File: src/rtl/seg7_scan_driver.sv
// seg7_scan_driver: time-multiplexed driver for a 6-digit common-anode
// 7-segment display showing HH:MM:SS.
//
// Each digit gets one slot of DIV = CLK_HZ/SCAN_HZ cycles. The first
// BLANK_CYCLES cycles of every slot keep all anodes off to prevent ghosting.
// All six digits and the decimal-point mask are captured once per frame, at
// the start of slot 0, so a counter rollover never shows torn values.
//
// Optional feature: define SEG7_LZB_EN for leading-zero blanking. Slot 5
// (hour tens) then stays dark when its captured digit is 0.
//
// Ports:
//   CLK          system clock, rising edge
//   RST_N        asynchronous active-low reset
//   D_SEC_ONE .. D_HOUR_TEN  BCD digits for slots 0..5
//   DP_MASK      bit i = 1 lights the decimal point of digit i
//   AN           active-low anode enables, bit i = digit i (registered)
//   SEG          active-low segments, SEG[0]=a .. SEG[6]=g (registered)
//   DP           active-low decimal point (registered)
//   FRAME        one-cycle pulse when a new snapshot is taken (registered)
module seg7_scan_driver #(
    parameter int unsigned CLK_HZ       = 50_000_000,
    parameter int unsigned SCAN_HZ      = 1000,
    parameter int unsigned BLANK_CYCLES = 500
) (
    input  logic       CLK,
    input  logic       RST_N,
    input  logic [3:0] D_SEC_ONE,
    input  logic [3:0] D_SEC_TEN,
    input  logic [3:0] D_MIN_ONE,
    input  logic [3:0] D_MIN_TEN,
    input  logic [3:0] D_HOUR_ONE,
    input  logic [3:0] D_HOUR_TEN,
    input  logic [5:0] DP_MASK,
    output logic [5:0] AN,
    output logic [6:0] SEG,
    output logic       DP,
    output logic       FRAME
);

    localparam int unsigned DIV        = CLK_HZ / SCAN_HZ;
    localparam int unsigned CNT_W      = (DIV > 1) ? $clog2(DIV) : 1;
    localparam int unsigned NUM_DIGITS = 6;
    localparam int unsigned IDX_W      = 3;

    logic [CNT_W-1:0]      cnt_q, cnt_d;
    logic [IDX_W-1:0]      idx_q, idx_d;
    logic [5:0][3:0]       snap_q, snap_d;
    logic [5:0]            dpm_q, dpm_d;

    logic                  load;
    logic                  in_blank;
    logic                  dark;
    logic [3:0]            cur_digit;
    logic [5:0]            an_d;
    logic [6:0]            seg_d;
    logic                  dp_d;
    logic                  frame_d;

    // Active-low BCD to segment decode; invalid codes show a dash (g only).
    function automatic logic [6:0] decode(input logic [3:0] bcd);
        logic [6:0] seg;
        case (bcd)
            4'd0:    seg = 7'h40;
            4'd1:    seg = 7'h79;
            4'd2:    seg = 7'h24;
            4'd3:    seg = 7'h30;
            4'd4:    seg = 7'h19;
            4'd5:    seg = 7'h12;
            4'd6:    seg = 7'h02;
            4'd7:    seg = 7'h78;
            4'd8:    seg = 7'h00;
            4'd9:    seg = 7'h10;
            default: seg = 7'h3F;
        endcase
        return seg;
    endfunction

    // Blanking window at the start of each slot; absent when BLANK_CYCLES is 0.
    if (BLANK_CYCLES == 0) begin : g_no_blank
        assign in_blank = 1'b0;
    end else begin : g_blank
        assign in_blank = (cnt_q < CNT_W'(BLANK_CYCLES));
    end

    // Next-state and next-output logic.
    always_comb begin
        cnt_d     = cnt_q + CNT_W'(1);
        idx_d     = idx_q;
        snap_d    = snap_q;
        dpm_d     = dpm_q;
        an_d      = 6'h3F;
        seg_d     = 7'h7F;
        dp_d      = 1'b1;
        load      = (cnt_q == '0) && (idx_q == '0);
        frame_d   = load;

        if (cnt_q == CNT_W'(DIV - 1)) begin
            cnt_d = '0;
            idx_d = (idx_q == IDX_W'(NUM_DIGITS - 1)) ? '0 : idx_q + IDX_W'(1);
        end

        if (load) begin
            snap_d = {D_HOUR_TEN, D_HOUR_ONE, D_MIN_TEN, D_MIN_ONE, D_SEC_TEN, D_SEC_ONE};
            dpm_d  = DP_MASK;
        end

        // Use the incoming snapshot so a zero-length blank shows fresh digits.
        cur_digit = snap_d[idx_q];
        dark      = in_blank;
`ifdef SEG7_LZB_EN
        if ((idx_q == IDX_W'(NUM_DIGITS - 1)) && (snap_d[NUM_DIGITS-1] == 4'd0)) begin
            dark = 1'b1;
        end
`endif

        if (!dark) begin
            an_d  = ~(6'b000001 << idx_q);
            seg_d = decode(cur_digit);
            dp_d  = ~dpm_d[idx_q];
        end
    end

    // State and output registers.
    always_ff @(posedge CLK or negedge RST_N) begin
        if (!RST_N) begin
            cnt_q  <= '0;
            idx_q  <= '0;
            snap_q <= '0;
            dpm_q  <= '0;
            AN     <= 6'h3F;
            SEG    <= 7'h7F;
            DP     <= 1'b1;
            FRAME  <= 1'b0;
        end else begin
            cnt_q  <= cnt_d;
            idx_q  <= idx_d;
            snap_q <= snap_d;
            dpm_q  <= dpm_d;
            AN     <= an_d;
            SEG    <= seg_d;
            DP     <= dp_d;
            FRAME  <= frame_d;
        end
    end

endmodule

File: config.mk
export PLATFORM = sky130hd
export DESIGN_NAME = seg7_scan_driver
export DESIGN_NICKNAME = d
export VERILOG_FILES = /design/src/rtl/seg7_scan_driver.sv
export SDC_FILE = /design/constraint.sdc
export NUM_CORES = 1
export LEC_CHECK = 0
export BUFFER_PORTS_ARGS = -buffer_cell sky130_fd_sc_hd__clkbuf_2
export CAP_MARGIN = 20
export CELL_PAD_IN_SITES_DETAIL_PLACEMENT = 0
export CELL_PAD_IN_SITES_GLOBAL_PLACEMENT = 2
export CORE_MARGIN = 5
export CORE_UTILIZATION = 35
export CTS_CLUSTER_DIAMETER = 50
export DETAILED_ROUTE_END_ITERATION = 10
export GPL_ROUTABILITY_DRIVEN = 0
export GPL_TIMING_DRIVEN = 0
export HOLD_SLACK_MARGIN = 0.05
export PLACE_DENSITY = 0.86
export SLEW_MARGIN = 20
export SYNTH_ARGS = -nofsm -noshare
export SYNTH_HDL_FRONTEND = slang
export SYNTH_SLANG_ARGS = --single-unit
File: constraint.sdc
create_clock -name CLK -period 2.75 [get_ports CLK]
set_input_delay 0.6875 -clock CLK [delete_from_list [all_inputs] [get_ports CLK]]
set_output_delay 0.6875 -clock CLK [all_outputs]
set_load 0.1 [all_outputs]
Word level (Yosys, flattened, before mapping)
Memory sizes are Yosys's and may differ from the RTL's.
Index checks and enable logic that the tools add are counted.
{"block": "op_classes", "add_sub_neg": 2, "multipliers": 0, "div_mod_pow": 0, "magnitude_cmp": 2, "eq_ne": 2, "shift": 1, "muxes": 11, "bitwise_logic": 2, "reduce_logical": 3}
{"op": "$mux W24", "count": 1}
{"op": "$add A16 B1 Y16 const B", "count": 1}
{"op": "$eq A16 B16 Y1 const B", "count": 1}
{"op": "$logic_not A16 Y1", "count": 1}
{"op": "$lt A16 B9 Y1 const B", "count": 1}
{"op": "$mux W16", "count": 1}
{"op": "$bmux W4 S3", "count": 1}
{"op": "$mux W6", "count": 2}
{"op": "$mux W7", "count": 1}
{"op": "$not A6 Y6", "count": 1}
{"op": "$shl A1 B3 Y6 const A", "count": 1}
{"op": "$lt A3 B4 Y1 const B", "count": 1}
{"op": "$mux W4", "count": 1}
{"op": "$add A3 B1 Y3 const B", "count": 1}
{"op": "$bmux W1 S3", "count": 1}
{"op": "$eq A3 B3 Y1 const B", "count": 1}
{"op": "$logic_not A3 Y1", "count": 1}
{"op": "$mux W3", "count": 1}
{"op": "$mux W1", "count": 2}
{"op": "$logic_and A1 B1 Y1", "count": 1}
{"op": "$not A1 Y1", "count": 1}
{"block": "totals", "register_bits": 64, "latch_bits": 0, "ramBits": 0, "romBits": 112, "output_inout_bits": 15, "memories": 1}
{"name": "(name not given)", "depth": 16, "word_bits": 7, "rd": 1, "rd_ports_with_merged_regs": 0, "wr": 0, "line_no": "63", "text": "case (bcd)"}

Longest topological paths before layout
{"block": "depth", "word_depth": 7, "depth_mapped": 12, "mapped_depth_nobuf": 11}

Worst setup path after synthesis
No wires, ideal clock.
{"block": "synth_timing", "kind": "register to register", "from": "register cnt_q[12]", "to": "register SEG[3]", "setup_ns": 0.094, "arrival_time_ns": 2.404, "setup_slack_ns": 0.252, "stages_incl_launch_ff": 11, "path_buffers": 0, "period_less_slack_ns": 2.498, "cell_sequence": "dfrtp_1 -> or2_4 -> nor4_4 -> and4_1 -> a211oi_2 -> o21ai_4 -> inv_1 -> ha_1 -> or2_2 -> a21oi_1 -> o21ai_1"}
{"block": "synth_via", "elab_chain_len": 7}
{"item": "start: declaration", "line_no": "46", "text": "logic [CNT_W-1:0] cnt_q, cnt_d;"}
{"item": "start signal: assignment", "line_no": "136", "text": "cnt_q <= cnt_d;"}
{"item": "$logic_not A16 Y1", "line_no": "95", "text": "load = (cnt_q == '0) && (idx_q == '0);"}
{"item": "$logic_and A1 B1 Y1", "line_no": "95"}
{"item": "$mux W24", "line_no": "103", "text": "if (load) begin"}
{"item": "$bmux W4 S3", "line_no": "109", "text": "cur_digit = snap_d[idx_q];"}
{"item": "$mux W4 (implied by the code)", "line_no": "109"}
{"item": "$mem_v2 Z16 W7"}
{"item": "$mux W7 (*)", "line_no": "117", "text": "if (!dark) begin"}
{"item": "net seg_d[3]", "line_no": "56", "text": "logic [6:0] seg_d;"}
{"item": "end signal: assignment", "line_no": "141", "text": "SEG <= seg_d;"}
{"item": "end: declaration", "line_no": "36", "text": "output logic [6:0] SEG,"}
Mark *: on every way through the listed nets, which the timed path passes. The rest lies on a longest branch. The select of a mux whose other input is x is not followed.
A chain may end at the register's enable or synchronous reset.

Worst setup path after layout
Ends and elaborated chain as after synthesis.

==> results.sh <==
export IMPL_tritoncts="yes"
export IMPL_dpl_worst_slack_ps=-172
export IMPL_buffer_ports_inserted=46
export IMPL_place_area_um2=3510
export IMPL_multi_input_area_um2=1400
export IMPL_die_w_um=104
export IMPL_end_kind="register"
export IMPL_worst_skew_pair_late_latency_ps=340
export IMPL_track_usage_pct=13.5
export IMPL_clock_tree_root_cell="clkbuf_8"
export IMPL_grt_first_pass_wirelength_mm=11.8
export IMPL_hold_viol=0
export IMPL_synth_top_flop_cell="dfrtp_1"
export IMPL_routed_wirelength_mm=7.09
export IMPL_cts_inserted_buffers=9
export IMPL_final_net_count=426
export IMPL_hold_removal_path_class="in2async"
export IMPL_ir_drop_v=0.000238
export IMPL_layout_core_utilization_pct=43.0
export IMPL_tightestPinTransition_ps=869
export IMPL_firstDrtPassIters=4
export IMPL_slew_headroom_pct=41.5
export IMPL_timing_critical_path_fanout_max=8
export IMPL_design_portCount=47
export IMPL_post_drt_via_cell_ratio=4.74
export IMPL_syn_cell_area_um2=3120
export IMPL_synth_lib_cells_used_distinct=54
export IMPL_first_global_vias=2348
export IMPL_layout_area_seq_um2=1620
export IMPL_drcViolationCount=0
export IMPL_max_freq_mhz=386
export IMPL_drc_marker_count_from_the_first_detailed_route_iteration=61
export IMPL_cellLeakagePower_nw=1.81
export IMPL_place_detailed_hpwl_mm=5.20
export IMPL_holdBufCountCts=0
export IMPL_setup_slack_ps=157
export IMPL_initial_utilization_pct=35.8
export IMPL_globalRouteOverflowTotal=0
export IMPL_post_route_cell_area_um2=3750
export IMPL_diodes=0
export IMPL_area_growth_synth_to_final_pct=20.1
export IMPL_synthesis_nets=365
export IMPL_outcome="complete, no violations"
export IMPL_syn_inst=324
export IMPL_num_rows=34
export IMPL_synth_edff_count=0
export IMPL_timing_critical_path_required_ps=2990
export IMPL_layout_drive_gt1_share_pct=28.5
export IMPL_yosys_register_bits=64
export IMPL_fin_crit_sh_pct=94.3
export IMPL_setup_repair_after_global_routing_missed_its_margin="false"
export IMPL_path_clk_slew_ps=70
export IMPL_synth_async_reset_ratio_pct=100
export IMPL_via_count=2360
export IMPL_synth_seq_area_share_pct=51.8
export IMPL_total_power_per_unit_cell_area_nw_per_um2=502
export IMPL_finalSetupViolations=0
export IMPL_ys_warn_count=0
export IMPL_routedWlPerCell_um=14.2
export IMPL_final_fill_count=891
export IMPL_design_die_area_um2=10900
export IMPL_cts_root_to_sink_buffers=2
export IMPL_clkSinkCount=64
export IMPL_core_area_um2=8720
export IMPL_timing_worst_setup_path_type="reg2reg"
export IMPL_timing_clock_skew_ps=9.52
export IMPL_post_synth_top_area_fraction_pct=40.0
export IMPL_final_antenna_net_count=0
export IMPL_post_synth_cell_area_avg_um2=9.64
export IMPL_period_needed_ps=2590
export IMPL_antenna_found_initial=0
export IMPL_worst_endpoint_arrival_ps=2830
export IMPL_drv_slew=0
export IMPL_chipHeight_um=104
export IMPL_maxCapViolations=0
export IMPL_largest_net_degree_at_the_start_of_global_routing=44
export IMPL_synth_area_leaders="dfrtp_1 (40%), dfstp_2 (12%), nand2_1 (11%), ha_1 (3.6%), nor2_1 (2.8%)"
export IMPL_htreeDepth=3
export IMPL_startpoint_type="register"
export IMPL_setup_tns_final_ps=0
export IMPL_yosys_area_top_type="dfrtp_1"
cells in the mapped netlist, types with 5 or more instances:
cell,count
ha_1,9
a21oi_1,7
mux2i_1,5
and3_1,5
dfrtp_1,50
clkbuf_1,6
buf_2,7
nor2_1,23
xor2_1,9
inv_1,10
nand3_1,12
nand2_1,89
o21ai_1,5
xnor2_1,6
o21ai_0,9
dfstp_2,14
state kept, by name (all words and copies together), names as in the netlist:
signal,cells
SEG,7
idx_q,3
cnt_q,16
FRAME,1
snap_q,24
dpm_q,6
DP,1
AN,6
power breakdown:
group / internal [mW] / leakage (nW) / total (mW) / switching, mW
sequential: 0.965 / 0.762 / 0.975 / 0.0105
clock: 0.448 / 0.108 / 0.804 / 0.356
combinational: 0.0471 / 0.938 / 0.105 / 0.0583
total: 1.46 / 1.81 / 1.88 / 0.425
layout by cell type, fill, tap and decap left out, types with 7 or more instances in the layout:
cell / Yosys / routed
buf_2: 7 / 7
dfstp_2: 14 / 14
nand3_1: 12 / 12
nand2_1: 89 / 89
dfrtp_1: 50 / 50
clkbuf_8: 0 / 14
inv_1: 10 / 10
clkbuf_2: 1 / 47
o21ai_0: 9 / 9
ha_1: 9 / 9
xor2_1: 9 / 9
a21oi_1: 7 / 7
nor2_1: 23 / 22
worst paths after layout:
check                                      from                    to  slack, ps  cells after the start
setup / recovery            cnt_q[12]$_DFF_PN0_      SEG[3]$_DFF_PN1_        160                     11
hold / removal                            RST_N   cnt_q[11]$_DFF_PN0_        270                      1
setup reg to reg            cnt_q[12]$_DFF_PN0_      SEG[3]$_DFF_PN1_        160                     11
hold reg to reg            snap_q[18]$_DFF_PN0_  snap_q[18]$_DFF_PN0_        460                      2
max in group asynchronous                 RST_N       AN[5]$_DFF_PN1_       1880                      2
min in group CLK           snap_q[18]$_DFF_PN0_  snap_q[18]$_DFF_PN0_        460                      2
cell type report:
class	count	area share (%)
timing repair buffer	51	7.53
sequential	64	43.1
multi-input combinational	233	37.3
tap	108	3.60
inverter	12	1.30
clock buffer	14	5.13
clock inverter	2	0.267
buffer	14	1.70
critical path, stage by stage (launching register included):
cell and delay, ps:
dfrtp_1 420, or2_4 280, nor4_4 260, buf_4 220, nand3_1 90, mux2i_1 180
a21o_1 230, inv_1 110, ha_1 180, or2_2 300, a21oi_1 150, o21ai_1 70
cells by family (layout without fill, tap and decap cells):
family | count (synthesis) | count (layout) | share of synthesized area [%]
flip-flops | 64 | 64 | 51.8
multiplexers | 10 | 10 | 3.88
XOR/XNOR | 15 | 15 | 4.21
AND/OR/NAND/NOR | 161 | 161 | 24.0
buffers and inverters | 27 | 93 | 3.56
adder cells (fa/ha/maj) | 9 | 9 | 3.60
AO/OA/AOI/OAI | 38 | 38 | 8.93
metal layers:
layer	GRT usage, %	vias up	routed length (µm)
li1	-	1194	-
met1	20.3	1108	3650
met2	18.8	48	3050
met3	2.98	10	291
met4	5.09	0	102
met5	0	-	0
stage by stage:
| step | power [mW] | cells | hold WS, ps |
|---|---|---|---|
| global placement | 1.09 | 478 | 443 |
| global route | 1.97 | 498 | 291 |
| floorplan | 1.04 | 324 | 392 |
| detailed placement | 1.10 | 479 | 452 |
| finish | 1.88 | 498 | 269 |
| CTS | 1.91 | 497 | 268 |
timing repair:
item | CTS | global route
gates resized for setup | 1 | 4
pin swaps | 2 | 0
buffers inserted | 2 | 2
endpoints found under the setup margin | 3 | 7
No activity file was read; power rests on OpenSTA's default activity.
